$ cat src/rtl/dpe_wg_pkg.sv
// Shared definitions for the WireGuard tag splitter.
// Holds the stream widths, the tuser field layout, the tag size, the splitter
// state type and the tkeep byte-count helper.
package dpe_wg_pkg;

    localparam int unsigned TDATA_WIDTH  = 128;
    localparam int unsigned TKEEP_WIDTH  = TDATA_WIDTH / 8;
    localparam int unsigned TUSER_WIDTH  = 128;
    localparam int unsigned WG_TAG_BYTES = 16;

    // tuser[5] marks a WireGuard packet
    localparam int unsigned TUSER_WG_BIT = 5;

    // Slice sideband: {tag_err, tag, tuser}
    localparam int unsigned SLICE_USER_WIDTH = 1 + TDATA_WIDTH + TUSER_WIDTH;

    // tuser layout: [127:96] receiver, [95:32] counter, [5] WG, [4:0] ingress
    typedef struct packed {
        logic [31:0] receiver;
        logic [63:0] counter;
        logic [25:0] rsvd;
        logic        wg;
        logic [4:0]  ingress;
    } tuser_t;

    typedef enum logic {
        EMPTY,
        HOLD
    } state_t;

    // Number of set tkeep bits (1..16 for a valid last beat)
    function automatic logic [4:0] keep_count(input logic [TKEEP_WIDTH-1:0] keep);
        logic [4:0] cnt;
        cnt = '0;
        for (int i = 0; i < int'(TKEEP_WIDTH); i++) begin
            cnt = cnt + 5'(keep[i]);
        end
        return cnt;
    endfunction

endpackage

$ cat src/rtl/axis_register.sv
// One-deep AXI-Stream register slice.
// Ports: clk/rst (sync, active-high); s_axis_* upstream beat in;
// m_axis_* registered beat out. Accepts a new beat whenever empty or being
// drained in the same cycle, so it sustains one beat per cycle.
module axis_register #(
    parameter int unsigned DATA_WIDTH = 128,
    parameter int unsigned KEEP_WIDTH = 16,
    parameter int unsigned USER_WIDTH = 257
) (
    input  logic                  clk,
    input  logic                  rst,
    input  logic                  s_axis_tvalid_i,
    output logic                  s_axis_tready_o,
    input  logic [DATA_WIDTH-1:0] s_axis_tdata_i,
    input  logic [KEEP_WIDTH-1:0] s_axis_tkeep_i,
    input  logic                  s_axis_tlast_i,
    input  logic [USER_WIDTH-1:0] s_axis_tuser_i,
    output logic                  m_axis_tvalid_o,
    input  logic                  m_axis_tready_i,
    output logic [DATA_WIDTH-1:0] m_axis_tdata_o,
    output logic [KEEP_WIDTH-1:0] m_axis_tkeep_o,
    output logic                  m_axis_tlast_o,
    output logic [USER_WIDTH-1:0] m_axis_tuser_o
);

    logic                  valid_q, valid_d;
    logic [DATA_WIDTH-1:0] data_q, data_d;
    logic [KEEP_WIDTH-1:0] keep_q, keep_d;
    logic                  last_q, last_d;
    logic [USER_WIDTH-1:0] user_q, user_d;

    assign s_axis_tready_o = !valid_q || m_axis_tready_i;

    always_comb begin
        valid_d = valid_q;
        data_d  = data_q;
        keep_d  = keep_q;
        last_d  = last_q;
        user_d  = user_q;
        if (s_axis_tvalid_i && s_axis_tready_o) begin
            valid_d = 1'b1;
            data_d  = s_axis_tdata_i;
            keep_d  = s_axis_tkeep_i;
            last_d  = s_axis_tlast_i;
            user_d  = s_axis_tuser_i;
        end else if (m_axis_tready_i) begin
            valid_d = 1'b0;
        end
    end

    always_ff @(posedge clk) begin
        if (rst) begin
            valid_q <= 1'b0;
            data_q  <= '0;
            keep_q  <= '0;
            last_q  <= 1'b0;
            user_q  <= '0;
        end else begin
            valid_q <= valid_d;
            data_q  <= data_d;
            keep_q  <= keep_d;
            last_q  <= last_d;
            user_q  <= user_d;
        end
    end

    assign m_axis_tvalid_o = valid_q;
    assign m_axis_tdata_o  = data_q;
    assign m_axis_tkeep_o  = keep_q;
    assign m_axis_tlast_o  = last_q;
    assign m_axis_tuser_o  = user_q;

endmodule

$ cat src/rtl/dpe_wg_tag_splitter.sv
// Strips the trailing 16-byte Poly1305 tag from WireGuard packets and presents
// it as a sideband on the last ciphertext beat; other packets pass unchanged.
// Ports:
//   clk, rst            clock, synchronous active-high reset
//   inp_*               disassembled input stream (tvalid/tready/tdata/tkeep/tlast/tuser)
//   outp_*              ciphertext output stream, registered through axis_register
//   outp_tag_o          tag, valid on outp tvalid & tlast & tuser[5]
//   outp_tag_err_o      WG packet shorter than the tag, same qualifier
//   err_cnt_o           saturating count of tag_err packets
//   fcr_idle_o          hold register empty and output idle
// One beat is held back (H) so the tag bytes straddling the last two beats can
// be gathered before the final ciphertext beat is emitted.
module dpe_wg_tag_splitter
    import dpe_wg_pkg::*;
(
    input  logic                   clk,
    input  logic                   rst,
    input  logic                   inp_tvalid_i,
    output logic                   inp_tready_o,
    input  logic [TDATA_WIDTH-1:0] inp_tdata_i,
    input  logic [TKEEP_WIDTH-1:0] inp_tkeep_i,
    input  logic                   inp_tlast_i,
    input  logic [TUSER_WIDTH-1:0] inp_tuser_i,
    output logic                   outp_tvalid_o,
    input  logic                   outp_tready_i,
    output logic [TDATA_WIDTH-1:0] outp_tdata_o,
    output logic [TKEEP_WIDTH-1:0] outp_tkeep_o,
    output logic                   outp_tlast_o,
    output logic [TUSER_WIDTH-1:0] outp_tuser_o,
    output logic [TDATA_WIDTH-1:0] outp_tag_o,
    output logic                   outp_tag_err_o,
    output logic [15:0]            err_cnt_o,
    output logic                   fcr_idle_o
);

    state_t                 state_q, state_d;
    logic                   flush_q, flush_d;   // H holds a non-WG last beat
    logic [TDATA_WIDTH-1:0] h_data_q, h_data_d;
    logic [TKEEP_WIDTH-1:0] h_keep_q, h_keep_d;
    logic [TUSER_WIDTH-1:0] h_user_q, h_user_d;
    logic [15:0]            err_cnt_q, err_cnt_d;

    logic                        slice_ready;
    logic                        s_valid;
    logic [TDATA_WIDTH-1:0]      s_data;
    logic [TKEEP_WIDTH-1:0]      s_keep;
    logic                        s_last;
    logic [TUSER_WIDTH-1:0]      s_user;
    logic [TDATA_WIDTH-1:0]      s_tag;
    logic                        s_err;
    logic [SLICE_USER_WIDTH-1:0] m_side;

    logic [4:0]             k;
    logic                   in_wg;
    logic [TKEEP_WIDTH-1:0] hold_mask;
    logic [TDATA_WIDTH-1:0] tag_split;

    assign k         = keep_count(inp_tkeep_i);
    assign in_wg     = inp_tuser_i[TUSER_WG_BIT];
    assign hold_mask = 16'((17'd1 << k) - 17'd1);
    // Tag = bytes K..K+15 of {B, H}: the tail of H followed by the K bytes of B
    assign tag_split = 128'({inp_tdata_i, h_data_q} >> {k, 3'b000});

    always_comb begin
        state_d      = state_q;
        flush_d      = flush_q;
        h_data_d     = h_data_q;
        h_keep_d     = h_keep_q;
        h_user_d     = h_user_q;
        err_cnt_d    = err_cnt_q;
        inp_tready_o = slice_ready;
        s_valid      = 1'b0;
        s_data       = h_data_q;
        s_keep       = h_keep_q;
        s_last       = 1'b0;
        s_user       = h_user_q;
        s_tag        = '0;
        s_err        = 1'b0;

        if (flush_q) begin
            inp_tready_o = 1'b0;
            s_valid      = 1'b1;
            s_last       = 1'b1;
            if (slice_ready) begin
                flush_d = 1'b0;
                state_d = EMPTY;
            end
        end else begin
            unique case (state_q)
                EMPTY: begin
                    if (!inp_tlast_i) begin
                        // Loading H emits nothing, so the slice is not involved
                        inp_tready_o = 1'b1;
                        if (inp_tvalid_i) begin
                            h_data_d = inp_tdata_i;
                            h_keep_d = inp_tkeep_i;
                            h_user_d = inp_tuser_i;
                            state_d  = HOLD;
                        end
                    end else if (inp_tvalid_i) begin
                        s_valid = 1'b1;
                        s_data  = inp_tdata_i;
                        s_keep  = inp_tkeep_i;
                        s_last  = 1'b1;
                        s_user  = inp_tuser_i;
                        if (in_wg) begin
                            s_data = '0;
                            s_keep = '0;
                            if (k == 5'(WG_TAG_BYTES)) begin
                                s_tag = inp_tdata_i;
                            end else begin
                                s_err = 1'b1;
                                if (slice_ready && (err_cnt_q != 16'hFFFF)) begin
                                    err_cnt_d = err_cnt_q + 16'd1;
                                end
                            end
                        end
                    end
                end
                HOLD: begin
                    if (inp_tvalid_i) begin
                        s_valid = 1'b1;
                        if (inp_tlast_i && in_wg) begin
                            s_keep = hold_mask;
                            s_last = 1'b1;
                            s_tag  = tag_split;
                        end
                        if (slice_ready) begin
                            if (inp_tlast_i && in_wg) begin
                                state_d = EMPTY;
                            end else begin
                                h_data_d = inp_tdata_i;
                                h_keep_d = inp_tkeep_i;
                                h_user_d = inp_tuser_i;
                                flush_d  = inp_tlast_i;
                            end
                        end
                    end
                end
                default: ;
            endcase
        end
    end

    always_ff @(posedge clk) begin
        if (rst) begin
            state_q   <= EMPTY;
            flush_q   <= 1'b0;
            h_data_q  <= '0;
            h_keep_q  <= '0;
            h_user_q  <= '0;
            err_cnt_q <= '0;
        end else begin
            state_q   <= state_d;
            flush_q   <= flush_d;
            h_data_q  <= h_data_d;
            h_keep_q  <= h_keep_d;
            h_user_q  <= h_user_d;
            err_cnt_q <= err_cnt_d;
        end
    end

    axis_register #(
        .DATA_WIDTH(TDATA_WIDTH),
        .KEEP_WIDTH(TKEEP_WIDTH),
        .USER_WIDTH(SLICE_USER_WIDTH)
    ) u_slice (
        .clk            (clk),
        .rst            (rst),
        .s_axis_tvalid_i(s_valid),
        .s_axis_tready_o(slice_ready),
        .s_axis_tdata_i (s_data),
        .s_axis_tkeep_i (s_keep),
        .s_axis_tlast_i (s_last),
        .s_axis_tuser_i ({s_err, s_tag, s_user}),
        .m_axis_tvalid_o(outp_tvalid_o),
        .m_axis_tready_i(outp_tready_i),
        .m_axis_tdata_o (outp_tdata_o),
        .m_axis_tkeep_o (outp_tkeep_o),
        .m_axis_tlast_o (outp_tlast_o),
        .m_axis_tuser_o (m_side)
    );

    assign outp_tuser_o   = m_side[TUSER_WIDTH-1:0];
    assign outp_tag_o     = m_side[TUSER_WIDTH +: TDATA_WIDTH];
    assign outp_tag_err_o = m_side[SLICE_USER_WIDTH-1];
    assign err_cnt_o      = err_cnt_q;
    assign fcr_idle_o     = (state_q == EMPTY) && !outp_tvalid_o;

endmodule
$ cat config.mk
export PLATFORM = sky130hd
export DESIGN_NAME = dpe_wg_tag_splitter
export DESIGN_NICKNAME = d
export VERILOG_FILES = /design/src/rtl/dpe_wg_pkg.sv /design/src/rtl/axis_register.sv /design/src/rtl/dpe_wg_tag_splitter.sv
export SDC_FILE = /design/constraint.sdc
export NUM_CORES = 2
export LEC_CHECK = 0
export ABC_AREA = 1
export BUFFER_PORTS_ARGS = -buffer_cell sky130_fd_sc_hd__buf_4
export CAP_MARGIN = 10
export CORE_MARGIN = 5
export CORE_UTILIZATION = 57
export DETAILED_ROUTE_END_ITERATION = 6
export PLACE_DENSITY = 0.89
export REMOVE_ABC_BUFFERS = 1
export SETUP_SLACK_MARGIN = 0.15
export SYNTH_ARGS = -nofsm -noshare
export SYNTH_HDL_FRONTEND = slang
export SYNTH_SLANG_ARGS = --single-unit
$ cat constraint.sdc
create_clock -name clk -period 5.95 [get_ports clk]
set_input_delay 0.8925 -clock clk [delete_from_list [all_inputs] [get_ports clk]]
set_output_delay 0.8925 -clock clk [all_outputs]
set_load 0.005 [all_outputs]
==> impl_metrics.prom <==
# TYPE chip_impl_metric gauge
chip_impl_metric{name="netlist_area_pre_place",unit="sq um"} 40300
chip_impl_metric{name="cts_hold_buf",unit=""} 0
chip_impl_metric{name="max-clock-path-buffers",unit=""} 3
chip_impl_metric{name="final_antenna_violating_net_count",unit=""} 0
chip_impl_info{name="reg2reg_launch_point",value="state_q"} 1
chip_impl_metric{name="skew",unit="ns"} 0.0215
chip_impl_metric{name="post_cts.resized_instances",unit=""} 0
chip_impl_metric{name="timing_worst_slew_pin_value",unit="ns"} 1.26
chip_impl_metric{name="seq_power_share",unit="%"} 17.6
chip_impl_metric{name="finalWorstSetupSlack",unit="ns"} 0.418
chip_impl_metric{name="floorplan.die.width",unit="microns"} 276
chip_impl_metric{name="drc",unit=""} 0
chip_impl_metric{name="p_per_area",unit="nW/um^2"} 601
chip_impl_metric{name="postSynth.asyncResetShare",unit="%"} 0
chip_impl_metric{name="yosysWarnings",unit=""} 0
chip_impl_metric{name="viasPerCell",unit=""} 6.25
chip_impl_info{name="mostFrequentLayoutCells",value="sky130_fd_sc_hd__nand2_1, sky130_fd_sc_hd__o21ai_0, sky130_fd_sc_hd__buf_4"} 1
chip_impl_metric{name="grt.total_usage",unit="%"} 42.7
chip_impl_metric{name="final_period_minus_worst_setup_slack",unit="ns"} 5.53
chip_impl_metric{name="p_sw",unit="uW"} 14900
chip_impl_metric{name="clock_power_share",unit="%"} 16.9
chip_impl_metric{name="design.die.area",unit="sq um"} 76100
chip_impl_metric{name="tritoncts.num_buffers",unit=""} 76
chip_impl_metric{name="detailedPlace.worstSlack",unit="ns"} -0.104
chip_impl_info{name="ctsRootBufferMaster",value="sky130_fd_sc_hd__clkbuf_16"} 1
chip_impl_metric{name="ratio_of_cells_with_drive_above_1_in_the_final_layout",unit="%"} 16.2
chip_impl_metric{name="grt_remaining_overflow",unit=""} 0
chip_impl_metric{name="design.final.nets",unit=""} 6962
chip_impl_metric{name="rows",unit=""} 97
chip_impl_metric{name="internal-power",unit="uW"} 14800
chip_impl_metric{name="port_buffers",unit=""} 697
chip_impl_info{name="rsz0062_at_grt",value="no"} 1
chip_impl_metric{name="clock_sink_count",unit=""} 693
chip_impl_metric{name="ys_types",unit=""} 53
chip_impl_metric{name="ys_seq_area_share",unit="%"} 34.4
chip_impl_metric{name="drtPass1Iterations",unit=""} 6
chip_impl_metric{name="max_cap_violations",unit=""} 0
chip_impl_metric{name="die_h",unit="microns"} 276
chip_impl_metric{name="netlist.area_leader.share",unit="%"} 34.4
chip_impl_info{name="slowest_stage",value="sky130_fd_sc_hd__fa_4"} 1
chip_impl_metric{name="synthesized_instance_count",unit=""} 6231
chip_impl_info{name="worstSetupStartpointType",value="primary input"} 1
chip_impl_metric{name="post_synth.cell_area_avg",unit="sq um"} 6.47
chip_impl_metric{name="post-cts-setup-buffer-count",unit=""} 0
chip_impl_metric{name="slowest_stage_delay_cp",unit="ns"} 0.91
chip_impl_metric{name="detailed_place_hpwl",unit="microns"} 118000
chip_impl_info{name="synth-main-ff-cell",value="sky130_fd_sc_hd__dfxtp_1"} 1
chip_impl_metric{name="routabilityCongestion",unit=""} 1.01
chip_impl_metric{name="final-hold-violation-count",unit=""} 0
chip_impl_metric{name="maxClockFrequency",unit="GHz"} 0.181
chip_impl_info{name="critical_path_class",value="primary input to flip-flop"} 1
chip_impl_metric{name="worstPathArrival",unit="ns"} 6.09
chip_impl_metric{name="p_leak",unit="uW"} 0.0204
chip_impl_metric{name="core_area",unit="sq um"} 70000
chip_impl_metric{name="vdd.ir_drop.worst",unit="mV"} 0.586
chip_impl_metric{name="path_clk_slew",unit="ns"} 0.06
chip_impl_info{name="critPathCaptureType",value="flip-flop"} 1
chip_impl_info{name="min-delay-path-class",value="flip-flop to flip-flop"} 1
chip_impl_metric{name="ios",unit=""} 698
chip_impl_info{name="layout.cells.most_common",value="sky130_fd_sc_hd__nand2_1"} 1
chip_impl_metric{name="antenna_violations_before_repair",unit=""} 16
chip_impl_metric{name="post_synth_edffs",unit=""} 0
chip_impl_metric{name="drt_wl_total",unit="microns"} 173000
chip_impl_info{name="worst_hold_startpoint",value="h_user_q[127]"} 1
chip_impl_info{name="crit_chain",value="buf_4 > fa_1 > inv_1 > fa_1 > inv_1 > fa_1 > inv_1 > fa_1 > inv_1 > ha_4 > fa_4 > inv_8 > buf_12 > buf_12 > mux2i_1 > o21ai_0 > o21ai_0 > o31ai_1 > buf_4 > nand2_1 > a21oi_1"} 1
chip_impl_metric{name="drt-initial-drc-count",unit=""} 6489
chip_impl_metric{name="grt_max_degree",unit=""} 193
chip_impl_info{name="timing.critical_path.from",value="inp_tkeep_i[11]"} 1
chip_impl_info{name="synth_area_leader_cell",value="sky130_fd_sc_hd__dfxtp_1"} 1
chip_impl_metric{name="multi_input_comb_area",unit="sq um"} 22500
chip_impl_metric{name="floorplan.initialDensity",unit="%"} 57.6
chip_impl_metric{name="global_route_wire_length_before_repair",unit="microns"} 258000
chip_impl_info{name="status",value="finished, final reports clean"} 1
chip_impl_metric{name="seq_cells_post_synth",unit=""} 693
chip_impl_metric{name="report.final.setup_viol",unit=""} 0
chip_impl_info{name="cts_tree",value="done"} 1
chip_impl_metric{name="p_sw_share",unit="%"} 50.2
chip_impl_metric{name="report.power.total",unit="uW"} 29600
chip_impl_metric{name="crit_fanout",unit=""} 45
chip_impl_metric{name="sequential_cell_area",unit="sq um"} 13900
chip_impl_metric{name="drt-wirelength-per-cell",unit="microns"} 22.5
chip_impl_metric{name="clk_latency",unit="ns"} 0.63
chip_impl_metric{name="slew_headroom",unit="%"} 16.1
chip_impl_metric{name="p_comb_share",unit="%"} 65.5
chip_impl_metric{name="worstPathRequired",unit="ns"} 6.51
chip_impl_metric{name="post-route-period-util",unit="%"} 93.0
chip_impl_metric{name="drv_slew",unit=""} 0
chip_impl_metric{name="routed_vias",unit=""} 48000
chip_impl_info{name="yosys-top-cells-area",value="sky130_fd_sc_hd__dfxtp_1, sky130_fd_sc_hd__o21ai_0, sky130_fd_sc_hd__nand2_1"} 1
chip_impl_metric{name="htree_levels",unit=""} 3
chip_impl_metric{name="area_growth_syn_to_layout",unit="%"} 22.4
chip_impl_metric{name="fillers",unit=""} 6010
chip_impl_metric{name="grt_pass1_vias",unit=""} 44200
synth_stat cells (2+ instances only):
library cell,n
sky130_fd_sc_hd__o22ai_1,51
sky130_fd_sc_hd__nand2_2,7
sky130_fd_sc_hd__o21ai_1,58
sky130_fd_sc_hd__nand3_2,3
sky130_fd_sc_hd__a31oi_1,92
sky130_fd_sc_hd__clkbuf_1,338
sky130_fd_sc_hd__o2111ai_1,17
sky130_fd_sc_hd__a211oi_1,110
sky130_fd_sc_hd__xor2_1,2
sky130_fd_sc_hd__o21ai_0,1196
sky130_fd_sc_hd__nor3b_1,3
sky130_fd_sc_hd__nor3_1,17
sky130_fd_sc_hd__inv_1,418
sky130_fd_sc_hd__a21oi_1,615
sky130_fd_sc_hd__buf_2,149
sky130_fd_sc_hd__a221oi_1,10
sky130_fd_sc_hd__a22oi_1,8
sky130_fd_sc_hd__dfxtp_1,693
sky130_fd_sc_hd__mux2i_1,85
sky130_fd_sc_hd__o31ai_1,8
sky130_fd_sc_hd__nand3_1,227
sky130_fd_sc_hd__inv_2,8
sky130_fd_sc_hd__buf_1,46
sky130_fd_sc_hd__nand2_1,1489
sky130_fd_sc_hd__fa_1,10
sky130_fd_sc_hd__or2_2,9
sky130_fd_sc_hd__o221ai_1,2
sky130_fd_sc_hd__buf_6,9
sky130_fd_sc_hd__o211ai_1,195
sky130_fd_sc_hd__and2_1,3
sky130_fd_sc_hd__nand4_1,11
sky130_fd_sc_hd__o2bb2ai_1,2
sky130_fd_sc_hd__ha_1,7
sky130_fd_sc_hd__buf_4,17
sky130_fd_sc_hd__o21a_1,3
sky130_fd_sc_hd__nor2_1,296
layout make-up:
type | instances | share of cell area [%]
multi-input combinational | 4552 | 45.7
sequential | 693 | 28.1
timing repair buffer | 918 | 15.1
clock buffer | 104 | 4.41
inverter | 427 | 3.31
tap | 940 | 2.38
clock inverter | 34 | 0.923
antenna | 11 | 0.0558
metrics by stage:
step	util (%)	setup TNS (ns)	std cells	instance area (sq um)	hold slack (ns)
6_report	70.5	0	7679	49300	0.455
5_1_grt	70.5	0	7679	49300	0.476
4_1_cts	70.4	0	7668	49300	0.454
3_5_place_dp	66.7	-0.932	7530	46700	0.444
3_3_place_gp	66.7	-0.0431	7530	46700	0.432
2_1_floorplan	-	-2192.74	5672	37900	0.426
power groups by stage:
stage	sequential (uW)	clock (uW)	combinational (uW)
after floorplan	5260	0	9290
final	5220	5000	19400
after global placement	5290	0	18700
after global routing	5250	5200	21100
after CTS	5210	5000	18800
after detailed placement	5300	0	18700
final timing paths:
path	end	slack (ns)	depth (start not counted)
setup / recovery	u_slice.m_axis_tuser_o[149]	0.42	21
hold reg to reg	h_user_q[127]	0.46	2
hold / removal	h_user_q[127]	0.46	2
setup reg to reg	u_slice.m_axis_tdata_o[30]	1.90	9
routing by layer:
metal,global-route usage (%),up-vias,wire length [microns]
li1,-,22100,-
met1,54.1,22000,64000
met2,65.5,3193,74500
met3,11.2,753,21800
met4,25.3,12,12200
met5,1.16,-,170
registers in the layout, summed over array words and instances (netlist names):
name / flops
u_slice.m_axis_tdata_o: 128
h_keep_q: 16
state_q: 1
u_slice.m_axis_tkeep_o: 16
err_cnt_o: 16
h_user_q: 128
u_slice.m_axis_tvalid_o: 1
u_slice.m_axis_tlast_o: 1
flush_q: 1
h_data_q: 128
u_slice.m_axis_tuser_o: 257
worst max-delay path, delay by kind of cell:
family                     cells  cell delay, ns
buffers and inverters          9            0.96
muxes                          1            0.16
and+or+nand+nor                1            0.05
AOI/OAI and AO/OA              4            0.93
adders and majority gates      6            3.06
cells by family after synthesis:
| kind of cell | share of synthesized area, % |
|---|---|
| XOR/XNOR | 0.0652 |
| flip-flops | 34.4 |
| multiplexers | 2.11 |
| adder cells (fa/ha/maj) | 0.714 |
| AO/OA/AOI/OAI | 32.2 |
| AND/OR/NAND/NOR | 20.5 |
| buffers and inverters | 9.97 |
Note: power is estimated with default switching activity, not from simulation.
